===== src/rtl/shift_expander_pkg.sv =====
// Shared widths and the double-width result word type for the shift expander.
// The widths must stay consistent: OUT_W is twice DATA_W, and SHAMT_W is clog2(OUT_W)+1.
package shift_expander_pkg;

    localparam int DATA_W     = 32;
    localparam int OUT_W      = 64;
    localparam int SHAMT_W    = 7;
    localparam int NUM_STAGES = SHAMT_W - 1;

    typedef logic [OUT_W-1:0]   word_t;
    typedef logic [DATA_W-1:0]  operand_t;
    typedef logic [SHAMT_W-1:0] shamt_t;

endpackage


===== src/rtl/shift_expander_if.sv =====
// Operand/result bundle between a producer and the shift expander.
// The producer drives the operand side; the expander returns the registered result.
interface shift_expander_if;
    import shift_expander_pkg::*;

    logic     in_valid;
    logic     sign_ext;
    operand_t input_a;
    shamt_t   shift_index;
    word_t    output_b;
    logic     out_valid;

    modport master (
        output in_valid,
        output sign_ext,
        output input_a,
        output shift_index,
        input  output_b,
        input  out_valid
    );

    modport slave (
        input  in_valid,
        input  sign_ext,
        input  input_a,
        input  shift_index,
        output output_b,
        output out_valid
    );

endinterface


===== src/rtl/shift_expander_stage.sv =====
// One barrel-shifter rank: passes din through, or shifts it left by SHIFT when en is set.
// Vacated low bits are filled with zeros, and bits pushed past the MSB are dropped.
module shift_expander_stage
    import shift_expander_pkg::*;
#(
    parameter int SHIFT = 1
) (
    input  logic  en,
    input  word_t din,
    output word_t dout
);

    assign dout = en ? (din << SHIFT) : din;

endmodule


===== src/rtl/shift_expander_reg.sv =====
// Registered 32-to-64-bit shift expander: it extends the operand, barrel-shifts it left,
// and registers the result. The latency is one cycle and the unit accepts one operation per cycle.
module shift_expander_reg #(
    parameter int DATA_W  = shift_expander_pkg::DATA_W,
    parameter int OUT_W   = shift_expander_pkg::OUT_W,
    parameter int SHAMT_W = shift_expander_pkg::SHAMT_W
) (
    input  logic             clk,
    input  logic             rst_n,
    shift_expander_if.slave  bus
);

    localparam int NUM_STAGES = SHAMT_W - 1;

    logic [DATA_W-1:0]  operand;
    logic [SHAMT_W-1:0] shamt;
    logic [OUT_W-1:0]   extended;
    logic [OUT_W-1:0]   shifted;
    logic [OUT_W-1:0]   result_next;
    logic [OUT_W-1:0]   output_b_reg;
    logic               out_valid_reg;

    assign operand = bus.input_a;
    assign shamt   = bus.shift_index;

    // Replicate the operand MSB only when sign extension is requested.
    assign extended = {{(OUT_W-DATA_W){bus.sign_ext & operand[DATA_W-1]}}, operand};

    // Each stage k shifts by 2^k under shamt[k]; stage 0 takes the extended operand.
    genvar gi;
    generate
        for (gi = 0; gi < NUM_STAGES; gi++) begin : g_stage
            logic [OUT_W-1:0] din;
            logic [OUT_W-1:0] dout;

            if (gi == 0) begin : g_first
                assign din = extended;
            end else begin : g_chain
                assign din = g_stage[gi-1].dout;
            end

            shift_expander_stage #(
                .SHIFT (1 << gi)
            ) u_stage (
                .en   (shamt[gi]),
                .din  (din),
                .dout (dout)
            );
        end
    endgenerate

    assign shifted = g_stage[NUM_STAGES-1].dout;

    // Any amount of OUT_W or more shifts every bit out of the word.
    assign result_next = shamt[SHAMT_W-1] ? '0 : shifted;

    always_ff @(posedge clk or negedge rst_n) begin
        if (!rst_n) begin
            output_b_reg  <= '0;
            out_valid_reg <= 1'b0;
        end else begin
            out_valid_reg <= bus.in_valid;
            if (bus.in_valid) begin
                output_b_reg <= result_next;
            end
        end
    end

    assign bus.output_b  = output_b_reg;
    assign bus.out_valid = out_valid_reg;

endmodule


===== src/flat_wrapper.sv =====
// flat-port wrapper written by rule: the top's interface ports become plain ports
module shift_expander_reg_flat 
#(
    parameter int DATA_W  = shift_expander_pkg::DATA_W,
    parameter int OUT_W   = shift_expander_pkg::OUT_W,
    parameter int SHAMT_W = shift_expander_pkg::SHAMT_W
)
  (clk, rst_n, bus_in_valid, bus_sign_ext, bus_input_a, bus_shift_index, bus_output_b, bus_out_valid);
  shift_expander_if bus_i ();
  input  logic clk;
  input  logic rst_n;
  input wire logic [$bits(bus_i.in_valid)-1:0] bus_in_valid;
  input wire logic [$bits(bus_i.sign_ext)-1:0] bus_sign_ext;
  input wire logic [$bits(bus_i.input_a)-1:0] bus_input_a;
  input wire logic [$bits(bus_i.shift_index)-1:0] bus_shift_index;
  output wire logic [$bits(bus_i.output_b)-1:0] bus_output_b;
  output wire logic [$bits(bus_i.out_valid)-1:0] bus_out_valid;
  assign bus_i.in_valid = bus_in_valid;
  assign bus_i.sign_ext = bus_sign_ext;
  assign bus_i.input_a = bus_input_a;
  assign bus_i.shift_index = bus_shift_index;
  assign bus_output_b = bus_i.output_b;
  assign bus_out_valid = bus_i.out_valid;
  shift_expander_reg #(.DATA_W(DATA_W), .OUT_W(OUT_W), .SHAMT_W(SHAMT_W)) u_core (.clk(clk), .rst_n(rst_n), .bus(bus_i));
endmodule

===== config.mk =====
export PLATFORM = sky130hd
export DESIGN_NAME = shift_expander_reg_flat
export DESIGN_NICKNAME = d
export VERILOG_FILES = /design/src/rtl/shift_expander_pkg.sv /design/src/rtl/shift_expander_if.sv /design/src/rtl/shift_expander_stage.sv /design/src/rtl/shift_expander_reg.sv /design/src/flat_wrapper.sv
export SDC_FILE = /design/constraint.sdc
export NUM_CORES = 1
export LEC_CHECK = 0
export ABC_AREA = 1
export BUFFER_PORTS_ARGS = -buffer_cell sky130_fd_sc_hd__buf_2
export CAP_MARGIN = 10
export CELL_PAD_IN_SITES_DETAIL_PLACEMENT = 1
export CELL_PAD_IN_SITES_GLOBAL_PLACEMENT = 1
export CORE_UTILIZATION = 42
export DETAILED_ROUTE_END_ITERATION = 12
export HOLD_SLACK_MARGIN = 0.15
export PLACE_DENSITY_LB_ADDON = 0.1
export SYNTH_ARGS = -nofsm -noshare
export SYNTH_HDL_FRONTEND = slang
export SYNTH_HIERARCHICAL = 1
export SYNTH_SLANG_ARGS = --single-unit

===== constraint.sdc =====
create_clock -name clk -period 1.25 [get_ports clk]
set_input_delay 0.0625 -clock clk [delete_from_list [all_inputs] [get_ports clk]]
set_output_delay 0.0625 -clock clk [all_outputs]
set_load 0.03 [all_outputs]

==> summary.txt <==
Synth
  – Seq cells post-synth: 65
  – Number of enable flip-flop cells after synthesis: 0
  – Synthesized area per cell: around 5.2 um^2
  – Synth top cells by count: nand2_1, dfrtp_1, inv_1
  – Top post-synthesis cells by area: nand2_1, dfrtp_1, buf_8
  – Syn_nets: about 1500
  – Cell type with the highest aggregate area in the netlist: nand2_1
  – Number of cells produced by synthesis: 1449
  – Synth Warn #: 6
  – Post-synthesis cell type count: 16
  – Yosys top cell area share: 0.536
  – Register area share after synthesis: 0.214
  – Most numerous cell in the Yosys netlist: nand2_1
  – Top flip-flop cell by instance count after synthesis: dfrtp_1
  – Async set-or-reset flop fraction in the synthesized netlist: 1.00
  – Post-synth design cell area: 7590 um^2

GRT
  – Number of antenna violations at the first check in global routing: 1
  – Overflow left after global routing: 0
  – Via count of the first global-routing pass: roughly 9000
  – Overall fraction of global-route tracks in use: 0.306
  – Global-route wire length before repair: 44500 um
  – Pin count of the biggest net entering global routing: 66

Worst setup path
  – Worst setup path startpoint: bus_shift_index[0]
  – CP Data Arrival Time: 1.88 ns
  – Worst reg2reg path endpoint: u_core/bus.output_b[25]
  – Type of element launching the critical path: primary input
  – Depth of the most critical reg-to-reg path: 2
  – WP data required: 1.52 ns
  – Critical Path Fanout Max: 7
  – R2R Path Start: u_core/bus.output_b[25]
  – WS Path Type: primary input to flip-flop
  – Worst-case register-to-register setup slack: between 0.4 and 0.5 ns
  – Critical path capture point type: flip-flop

Timing
  – Setup repair after global routing missed its margin: true
  – Post-route clock period utilization: 1.28
  – Slew headroom: 0.721
  – Number of hold-slack violations in the final timing report: 0
  – Clk_skew: 0 ns
  – Slew Viols, Final: 0
  – Highest Clock Rate: 0.623 GHz
  – Count of endpoints failing setup in the final report: 64
  – Fin worst setup slack: -0.354 ns
  – Post-route minimum period: 1.60 ns
  – Worst slew pin tran: 0.419 ns

Status
  – Status: finished with violations
  – Failing checks: negative setup slack

CTS
  – Number of H-tree branching levels: 3
  – Worst-case clock buffer depth: 2
  – CTS tree: built
  – Num CTS Buffers: 9
  – Clock latency reported for the late side of the worst-skew pair: 0.34 ns
  – CTS clock-pin slew for the worst setup and hold paths: roughly 0.06 ns
  – Root Buffer: clkbuf_16
  – Number of sinks handled by clock tree synthesis: between 60 and 70

Cells and area
  – Layout cell share with drive strength beyond 1: 0.384
  – Number of flip-flops under the largest register name: 64
  – Final nets: 1596
  – Share of the core filled with cells in the final layout: 0.577
  – Area growth from synthesis to layout: 33.0%

Pwr
  – Leak: 5.80 nW
  – Power density of the placed cells: 866 nW/um^2
  – Max VDD drop: 0.676 mV

Placed design
  – HPWL reported at the end of detailed placement: 18900 um
  – Setup Slack @ Placement: -0.518 ns
  – Global placer's final weighted congestion: between 0.9 and 1
  – I/O Buffers: about 110

Floorplanning
  – Die Footprint: 18600 um^2
  – Die height: 136 um
  – Die boundary width: 136 um
  – Area of the placeable core: about 17000 um^2
  – Starting density of the core: 0.434
  – Number of cell rows: 48
  – Top-level port count: approximately 110

Route
  – Post-detailed-route via-to-cell ratio: 5.47
  – Starting DRC count in detailed routing: 683
  – Total Routed Length: 33800 um
  – Drt drc: 0
  – Antenna Nets Post-Route: 0
  – Overall via count from detail_route: 9761
  – Number of detailed-routing iterations run before antenna repair: 5
  – Routed wire length per instance: 19.0 um

Job
  – Max-cap viol count: 0

Hold path
  – Min-Delay Path Class: primary input to async pin
==> per-layer routing <==
layer  routed length (um)  track usage
met5                    0            0
met4                 1640       0.0907
met3                 2030       0.0481
met2                16700        0.538
met1                13500        0.381
==> logic make-up (layout without fill, tap and decap cells) <==
logic type / Yosys count / in the layout / synth area share
flip-flops: 65 / 65 / 0.214
other: 0 / 1 / 0
AND/OR/NAND/NOR: 1219 / 1219 / 0.624
buffers and inverters: 165 / 274 / 0.162
==> per-stage QoR <==
step	setup TNS, ns	power, mW	hold WS, ns	area, um^2	instances
after floorplan	-13.15	4.36	-0.233	7640	1449
after global placement	-24.96	5.05	0.104	8130	1740
after detailed placement	-27.95	5.12	0.104	8130	1740
after CTS	-1.53	8.11	0.271	9200	1775
after global routing	-15.96	9.11	0.311	10100	1783
final	-10.54	8.74	0.254	10100	1784
==> report_power, final <==
part	total [mW]	switching, mW	internal (mW)
Clock	2.63	1.06	1.56
Combinational	3.82	2.56	1.26
Sequential	2.30	0.0772	2.22
==> final cells by class <==
| cell class | count | area (um^2) |
|---|---|---|
| timing repair buffer | 186 | 1800 |
| antenna | 1 | 2.50 |
| tap | 225 | 282 |
| sequential | 65 | 1630 |
| clock inverter | 7 | 80.1 |
| clock buffer | 9 | 225 |
| inverter | 72 | 303 |
| fill | 2485 | 7380 |
| multi-input combinational | 1219 | 5770 |
==> cells in the final DEF, fill, tap and decap left out, types with 21 or more instances in the layout <==
master,instances
nor2_2,28
nand2_1,783
nor2_1,22
dfrtp_1,65
buf_4,28
buf_12,27
nand3_1,53
nand2_2,287
buf_2,104
nand2_4,21
inv_2,35
inv_1,34
==> how the worst max path moves through the flow <==
stage                              end  slack (ns)  cells past startpoint
6_report       u_core/bus.output_b[25]       -0.35                     18
5_1_grt        u_core/bus.output_b[25]       -0.41                     18
4_1_cts        u_core/bus.output_b[52]       -0.11                     20
3_5_place_dp   u_core/bus.output_b[53]       -0.52                     17
3_3_place_gp   u_core/bus.output_b[62]       -0.48                     19
2_1_floorplan  u_core/bus.output_b[33]       -0.41                     16
==> critical path: stages <==
cell and delay (ns):
buf_16 0.13, clkinv_16 0.08, buf_12 0.12, buf_16 0.11, nand2_1 0.09, nand2_2 0.11, nand2_2 0.07, nand2_2 0.10
nand2_1 0.08, nand2_2 0.09, nand2_1 0.08, nand2_2 0.09, nand2_1 0.06, nand2_1 0.12, inv_1 0.07, nor2_1 0.10
nand3_1 0.15, nand2_1 0.13
==> timing repair <==
| action | 4_1_cts | 5_1_grt |
|---|---|---|
| pin swaps | 74 | 131 |
| hold buffers | 3 | 0 |
| resized for setup | 151 | 291 |
| endpoints found under the hold margin | 79 | 0 |
| buffers inserted | 5 | 5 |
| setup endpoints to repair | 62 | 64 |
| gates cloned | 11 | 3 |
Power figures use the tool's default switching activity.
